### config.mk
export PLATFORM = sky130hd
export DESIGN_NAME = tinyv_mem_arbiter
export DESIGN_NICKNAME = d
export VERILOG_FILES = /design/src/rtl/tinyv_pkg.sv /design/src/rtl/tinyv_prio_streak.sv /design/src/rtl/tinyv_mem_arbiter.sv
export SDC_FILE = /design/constraint.sdc
export NUM_CORES = 1
export LEC_CHECK = 0
export BUFFER_PORTS_ARGS = -buffer_cell sky130_fd_sc_hd__buf_2
export CORE_AREA = 2 2 97 99
export DETAILED_ROUTE_END_ITERATION = 8
export DIE_AREA = 0 0 99 101
export GPL_ROUTABILITY_DRIVEN = 1
export GPL_TIMING_DRIVEN = 0
export PLACE_DENSITY = 0.54
export SETUP_SLACK_MARGIN = 0.2
export SYNTH_ARGS = -nofsm -noshare
export SYNTH_HDL_FRONTEND = slang
export SYNTH_SLANG_ARGS = --single-unit
### constraint.sdc
create_clock -name clk -period 1.4 [get_ports clk]
set_clock_uncertainty 0.2 [all_clocks]
set_input_delay 0.28 -clock clk [delete_from_list [all_inputs] [get_ports clk]]
set_output_delay 0.28 -clock clk [all_outputs]
set_load 0.005 [all_outputs]
### src/rtl/tinyv_pkg.sv
// tinyV shared types for the memory arbiter slice.
// Response ownership encoding and memory word geometry.
package tinyv_pkg;

    localparam int MEM_WORD_BYTES = 4;

    typedef enum logic [1:0] {
        OWN_NONE = 2'd0,
        OWN_I    = 2'd1,
        OWN_D    = 2'd2
    } resp_owner_e;

endpackage

### src/rtl/tinyv_prio_streak.sv
// Two-requester grant selector: data has priority,
// a saturating streak counter bounds instruction wait.
module tinyv_prio_streak #(
    parameter int MAX_D_STREAK = 4
) (
    input  logic clk,
    input  logic reset,
    input  logic i_req,
    input  logic d_req,
    output logic i_gnt,
    output logic d_gnt
);

    logic [3:0] streak;
    logic       at_limit;

    assign at_limit = (streak >= 4'(MAX_D_STREAK));

    // Pick a winner; nothing is granted while reset is held.
    always_comb begin
        i_gnt = 1'b0;
        d_gnt = 1'b0;
        if (reset) begin
            if (d_req && !(i_req && at_limit)) begin
                d_gnt = 1'b1;
            end else if (i_req) begin
                i_gnt = 1'b1;
            end
        end
    end

    // Count data wins that happen while a fetch is waiting.
    always_ff @(posedge clk) begin
        if (!reset) begin
            streak <= 4'd0;
        end else if (!i_req || i_gnt) begin
            streak <= 4'd0;
        end else if (d_gnt && !at_limit) begin
            streak <= streak + 4'd1;
        end
    end

endmodule

### src/rtl/tinyv_mem_arbiter.sv
// Shares one synchronous-read memory between the fetch
// and data ports; responses return one cycle after grant.
module tinyv_mem_arbiter
    import tinyv_pkg::*;
#(
    parameter int ADDR_W       = 32,
    parameter int MEM_WORDS    = 1024,
    parameter int MAX_D_STREAK = 4
) (
    input  logic                         clk,
    input  logic                         reset,
    input  logic                         i_req,
    input  logic [ADDR_W-1:0]            i_addr,
    output logic                         i_gnt,
    output logic                         i_rvalid,
    output logic [31:0]                  i_rdata,
    input  logic                         d_req,
    input  logic                         d_we,
    input  logic [ADDR_W-1:0]            d_addr,
    input  logic [31:0]                  d_wdata,
    input  logic [3:0]                   d_wstrb,
    output logic                         d_gnt,
    output logic                         d_rvalid,
    output logic [31:0]                  d_rdata,
    output logic                         mem_en,
    output logic                         mem_we,
    output logic [$clog2(MEM_WORDS)-1:0] mem_addr,
    output logic [31:0]                  mem_wdata,
    output logic [3:0]                   mem_wstrb,
    input  logic [31:0]                  mem_rdata
);

    localparam int AW  = $clog2(MEM_WORDS);
    localparam int OFS = $clog2(MEM_WORD_BYTES);

    resp_owner_e owner;
    logic        unused_addr_bits;

    // Byte offset and out-of-range upper bits are dropped,
    // so addresses wrap modulo the memory depth.
    assign unused_addr_bits = ^{i_addr[OFS-1:0], d_addr[OFS-1:0],
                                i_addr >> (AW + OFS),
                                d_addr >> (AW + OFS)};

    tinyv_prio_streak #(
        .MAX_D_STREAK(MAX_D_STREAK)
    ) u_prio (
        .clk  (clk),
        .reset(reset),
        .i_req(i_req),
        .d_req(d_req),
        .i_gnt(i_gnt),
        .d_gnt(d_gnt)
    );

    // Steer the winning request onto the memory port.
    always_comb begin
        mem_en    = 1'b0;
        mem_we    = 1'b0;
        mem_addr  = '0;
        mem_wdata = '0;
        mem_wstrb = '0;
        if (d_gnt) begin
            mem_en    = 1'b1;
            mem_we    = d_we;
            mem_addr  = d_addr[AW+OFS-1:OFS];
            mem_wdata = d_we ? d_wdata : 32'd0;
            mem_wstrb = d_we ? d_wstrb : 4'd0;
        end else if (i_gnt) begin
            mem_en   = 1'b1;
            mem_addr = i_addr[AW+OFS-1:OFS];
        end
    end

    // Remember who owns the data coming back next cycle.
    always_ff @(posedge clk) begin
        if (!reset) begin
            owner <= OWN_NONE;
        end else if (d_gnt) begin
            owner <= OWN_D;
        end else if (i_gnt) begin
            owner <= OWN_I;
        end else begin
            owner <= OWN_NONE;
        end
    end

    // Route the memory response to its owner only.
    always_comb begin
        i_rvalid = (owner == OWN_I);
        d_rvalid = (owner == OWN_D);
        i_rdata  = i_rvalid ? mem_rdata : 32'd0;
        d_rdata  = d_rvalid ? mem_rdata : 32'd0;
    end

endmodule

==> results_dict.tcl, run 1 <==
set metrics [dict create \
    status "finished, violations left" \
    violations "negative setup slack" \
    synth_top_family_by_area "simple AND/OR/NAND/NOR gates" \
    synthTopCellsByArea "and2_1 41%, and3_1 23%, dfxtp_1 12%" \
    nets 525 \
    power.leakage_nw 1.951 \
    grt_pass1_vias 1984 \
    post-route-min-period_ns 1.931 \
    hold_depth 2 \
    min_from "d_req" \
    end_kind "output port" \
    synth_nets 287 \
    rrSetupSlack_ns 0.31 \
    antenna_left 0 \
    grt.total_usage_pct 11.85 \
    hold_viol 0 \
    dp_cells 468 \
    num_rows 35 \
    total_power_mw 1.214 \
    drive_gt1_share_pct 86.75 \
    wl_per_cell_um 13.91 \
    synth_xor_area_share_pct 0 \
    setup_viol 115 \
    synth_compound_area_share_pct 10.72 \
    syn_avg_cell_area_um2 6.894 \
    yosys.area_share.simple_pct 67.97 \
    crit_fanout 7 \
    dieArea_um2 9999 \
    slowest_delay_ns 0.33 \
    place_ws_ns -0.3594 \
    drc_errors 0 \
    area_growth_pct 237.3 \
    finish.utilization_pct 38.59 \
    synth_top_cell_by_area "and2_1" \
    yosys-mux-area-fraction_pct 0 \
    fill_cells 893 \
    finalSetupTns_ns -44.01 \
    clk_transition_reported_paths_ns 0.04 \
    clock_latency_ns 0.22 \
    dr.pass1.iters 4 \
    port_buffers 208 \
    h-tree-depth 1 \
    fin_crit_sh_pct 138.0 \
    power_density_nw_per_um2 350.3 \
    clock-sinks 6 \
    viasPerCell 4.058 \
    cts_tree "built" \
    ys_types 20 \
    worst-path-buf-inv 3 \
    drt_wl_total_um 6901 \
    reg2reg_to "u_prio.streak[1]" \
    synth.yosys.warnings 0 \
    synthAdderAreaFrac_pct 1.218 \
    start_util_pct 11.44 \
    ir_drop_uv 344.3 \
    grt_antenna_before_repair 0 \
    hold_path_end "owner[0]" \
    critPathRequiredTime_ns 0.92 \
    fmax_mhz 517.8 \
    globalRoute.totalOverflow 0 \
    cp_top_family "simple AND/OR/NAND/NOR gates" \
    cts_buffers 3 \
    maxSlewViolCount 0 \
    rsz0062_at_grt "true" \
    r2r-start "u_prio.streak[2]" \
    die_w_um 99 \
    gp_congestion 0.7291 \
    clockBufferDepth 2 \
    ys_seq_area_share_pct 11.69 \
    drt_iter0_markers 25 \
    place_area_um2 2435 \
    grt_max_degree 11 \
    pin_count 253 \
    synth_top_area_share_pct 40.80 \
    maxCapViolCount 0 \
    synth_seq_cells 6 \
    path_cells "o21ai_2 -> and3_4 -> buf_12 -> buf_8 -> and3_1 -> buf_2" \
    fin_ws_ns -0.5314 \
    worst_ep_arrival_time_ns 1.45 \
    root_buffer "clkbuf_8" \
    syn_inst 149 \
    dp_hpwl_um 4514 \
    hp-class "in2reg" \
    die_h_um 101 \
    hold-worst-slack_ns 0.06852 \
    critPathLaunch "u_prio.streak[3]" \
    final_area_um2 3465 \
    netlist_area_um2 1027 \
    critical_path_class "reg2out" \
    vias 2013 \
    final_cells 496 \
    start_kind "flop" \
    diodes 0 \
    worstRegToRegCells 3 \
    grt_pass1_wl_um 9618 \
    crit_path_top_delay_cell "dfxtp_2" \
    core_um2 8977 \
]
==> cells by family after synthesis <==
| family | count (synthesis) |
|---|---|
| buffers and inverters | 15 |
| AOI/OAI and AO/OA | 14 |
| other | 1 |
| and+or+nand+nor | 112 |
| DFF | 6 |
| adders and majority gates | 1 |
==> cell usage in the layout, fill, tap and decap left out, drive strengths merged <==
cell type	instances
nand2	1
a22o	10
and2	67
nor2b	2
clkbuf	8
nor3	1
conb	1
dfxtp	6
o21a	1
a21oi	2
nor4	1
ha	1
and3	38
buf	243
nor2	1
nand3	1
o21ai	1
==> metal layers <==
layer | track usage [%] | vias up | share of wire (%)
met5 | 0 | - | 0
met4 | 2.845 | 0 | 1.1
met3 | 1.664 | 8 | 7.5
met2 | 23.86 | 127 | 56
met1 | 12.86 | 900 | 36
li1 | - | 978 | -
==> cell usage after synthesis <==
library cell   n
and2_1        67
and3_1        37
a22o_1        10
clkbuf_1       9
dfxtp_1        6
buf_6          3
a21oi_1        2
buf_2          2
nor2b_1        2
and3_4         1
clkbuf_2       1
conb_1         1
ha_1           1
nand2_1        1
nand3_1        1
nor2_1         1
nor3_1         1
nor4_1         1
o21a_1         1
o21ai_1        1
==> where the power goes <==
part           switching, mW  leakage (nW)  internal, mW
clock                 0.0704        0.0216         0.184
combinational          0.274          1.88         0.504
sequential           0.00508        0.0507         0.177
total                  0.349          1.95         0.865
==> worst max-delay path by stage <==
stage                    end  slack (ns)  cells after the start
2_1_floorplan  mem_wdata[16]       -0.10                      5
3_3_place_gp     mem_addr[6]       -0.33                      7
5_1_grt         mem_wdata[2]       -0.60                      6
4_1_cts          mem_addr[6]       -0.54                      6
3_5_place_dp     mem_addr[6]       -0.36                      7
6_report        mem_wdata[2]       -0.53                      6
==> registers in the layout, indices dropped and copies added (netlist names) <==
signal         flops
owner              2
u_prio.streak      4
==> cell type report <==
type / count / area (um2) / area share, %
flip-flops and latches: 6 / 127.6 / 3.684
plain buffers: 15 / 181.4 / 5.237
multi-input cells: 128 / 1077 / 31.09
well taps: 111 / 138.9 / 4.009
clock buffers: 3 / 41.29 / 1.192
repair buffers: 233 / 1898 / 54.79
==> timing repair <==
action                     CTS  global route
cloned                      11             0
buffers inserted            11             3
pin swaps                   20            14
hold endpoints to repair     0             0
hold buffers                 0             0
setup endpoints to repair  115           116
gates resized for setup     97            55
No activity file was read; power rests on OpenSTA's default activity.
==> inputs of run 2 (changes only) <==
Settings changed: CTS_BUF_LIST from default to sky130_fd_sc_hd__clkbuf_16.
==> run 2 against run 1 <==
  * The run still ends with negative setup slack left
  * Utilization is 0.084 points lower
  * Critical path depth stayed put
  * Sequential power hardly changed
  * Critical endpoint unchanged
  * Largest cell class unchanged
  * Final cell count is 0.60% lower
  * First-iteration DRC count is 24% higher
  * Combinational power is 1% lower
  * Cell area is 0.22% lower
  * Global-route usage is 0.60 points lower
==> results_dict.tcl, run 2 (synthesis results as in run 1) <==
set metrics [dict create \
    status "finished, violations left" \
    violations "negative setup slack" \
    rsz0062_at_grt "true" \
    cts_buffers 3 \
    grt_pass1_wl_um 9197 \
    gp_congestion 0.7291 \
    setup_viol 115 \
    area_growth_pct 236.5 \
    grt_pass1_vias 1901 \
    grt_antenna_before_repair 0 \
    combPwrFrac_pct 54.8 \
    power_switching_mw 0.3579 \
    start_kind "flop" \
    final_cells 493 \
    globalRoute.totalOverflow 0 \
    internal_power_mw 1.039 \
    hp-class "in2reg" \
    fin_crit_sh_pct 139.3 \
    dieArea_um2 9999 \
    regMostFlops "u_prio.streak" \
    dp_cells 468 \
    worst_ep_arrival_time_ns 1.47 \
    pin_count 253 \
    critical_path_class "reg2out" \
    power_density_nw_per_um2 404.0 \
    nets 522 \
    drt_wl_total_um 6754 \
    clock_latency_ns 0.22 \
    num_rows 35 \
    port_buffers 208 \
    antenna_left 0 \
    path_cells "o21ai_2 -> and3_4 -> buf_12 -> buf_8 -> and3_1 -> buf_2" \
    finish.utilization_pct 38.51 \
    die_w_um 99 \
    clockBufferDepth 2 \
    pwr-share-seq_pct 13.0 \
    viasPerCell 4.053 \
    reg.largest.list "u_prio.streak x4, owner x2" \
    switching_share_pct 25.62 \
    grt.total_usage_pct 11.25 \
    vias 1998 \
    hold_viol 0 \
    h-tree-depth 1 \
    diodes 0 \
    maxSlewViolCount 0 \
    drive_gt1_share_pct 86.13 \
    layout.cells.most_common "buf_2" \
    drt_iter0_markers 31 \
    dr.pass1.iters 4 \
    die_h_um 101 \
    crit_path_top_delay_cell "dfxtp_4" \
    wl_per_cell_um 13.70 \
    fmax_mhz 512.9 \
    largest_reg_flops 4 \
    end_kind "output port" \
    core_um2 8977 \
    cp_top_family "simple AND/OR/NAND/NOR gates" \
    dp_hpwl_um 4514 \
    maxCapViolCount 0 \
    post-route-min-period_ns 1.950 \
    worst-path-buf-inv 3 \
    grt_max_degree 11 \
    critPathRequiredTime_ns 0.92 \
    start_util_pct 11.44 \
    power.leakage_nw 1.950 \
    root_buffer "clkbuf_16" \
    clk_transition_reported_paths_ns 0.03 \
    crit_fanout 7 \
    power.share.clock_pct 32.2 \
    clock-sinks 6 \
    cts_tree "built" \
    drc_errors 0 \
    fin_ws_ns -0.5498 \
    slowest_delay_ns 0.34 \
    ir_drop_uv 577.8 \
    final_cell_mix "127 x buf_2, 88 x buf_6, 64 x and2_4" \
]
run 2: what timing repair did:
item,4_1_cts,5_1_grt
cloned,10,1
hold buffers,0,0
pin swaps,14,12
resized for setup,90,59
endpoints found under the hold margin,0,0
endpoints found under the setup margin,115,116
buffers inserted,7,4
run 2: worst paths after layout:
kind              slack [ns]             start               end  depth (start not counted)
setup / recovery       -0.55  u_prio.streak[3]      mem_wdata[2]                          6
setup reg to reg        0.38  u_prio.streak[3]          owner[1]                          3
hold reg to reg         0.22  u_prio.streak[0]  u_prio.streak[0]                          1
hold / removal          0.05             d_req          owner[0]                          2
run 2: power groups by stage:
stage                     clock network [mW]  registers [mW]  logic (mW)
after floorplan                            0           0.185       0.232
after global placement                     0           0.186       0.502
after detailed placement                   0           0.186       0.510
after CTS                              0.462           0.184       0.698
after global routing                   0.478           0.182       0.821
final                                  0.450           0.181       0.766
run 2: worst reg2reg max path, cell delays in order, from the launching register on:
cell and delay (ns):
dfxtp_4 0.35, o21ai_2 0.07, buf_4 0.12, and3_1 0.17
run 2: area by class of cell:
type	count	area, um2
Multi-Input combinational cell	128	1062
Clock buffer	3	75.07
Sequential cell	6	130.1
Fill cell	886	5520
Tap cell	111	138.9
Timing Repair Buffer	230	1866
Buffer	15	185.2
run 2: routing by layer:
layer	routed length, um	vias to the layer above	GRT usage, %
li1	-	974	-
met3	508	8	1.664
met4	74	0	2.529
met1	2376	893	12.25
met2	3795	123	22.61
met5	0	-	0
run 2: stage by stage:
stage	total power [mW]	setup TNS [ns]	hold slack [ns]	instance area, um2	setup WS (ns)
final	1.397	-44.51	0.05396	3457	-0.5498
after global routing	1.481	-50.99	0.07087	3457	-0.6144
after CTS	1.345	-47.01	0.1142	3208	-0.5226
after detailed placement	0.6968	-18.41	0.2249	2435	-0.3594
after global placement	0.6880	-16.81	0.2179	2435	-0.3312
after floorplan	0.4168	-2.693	0.1614	1255	-0.1036
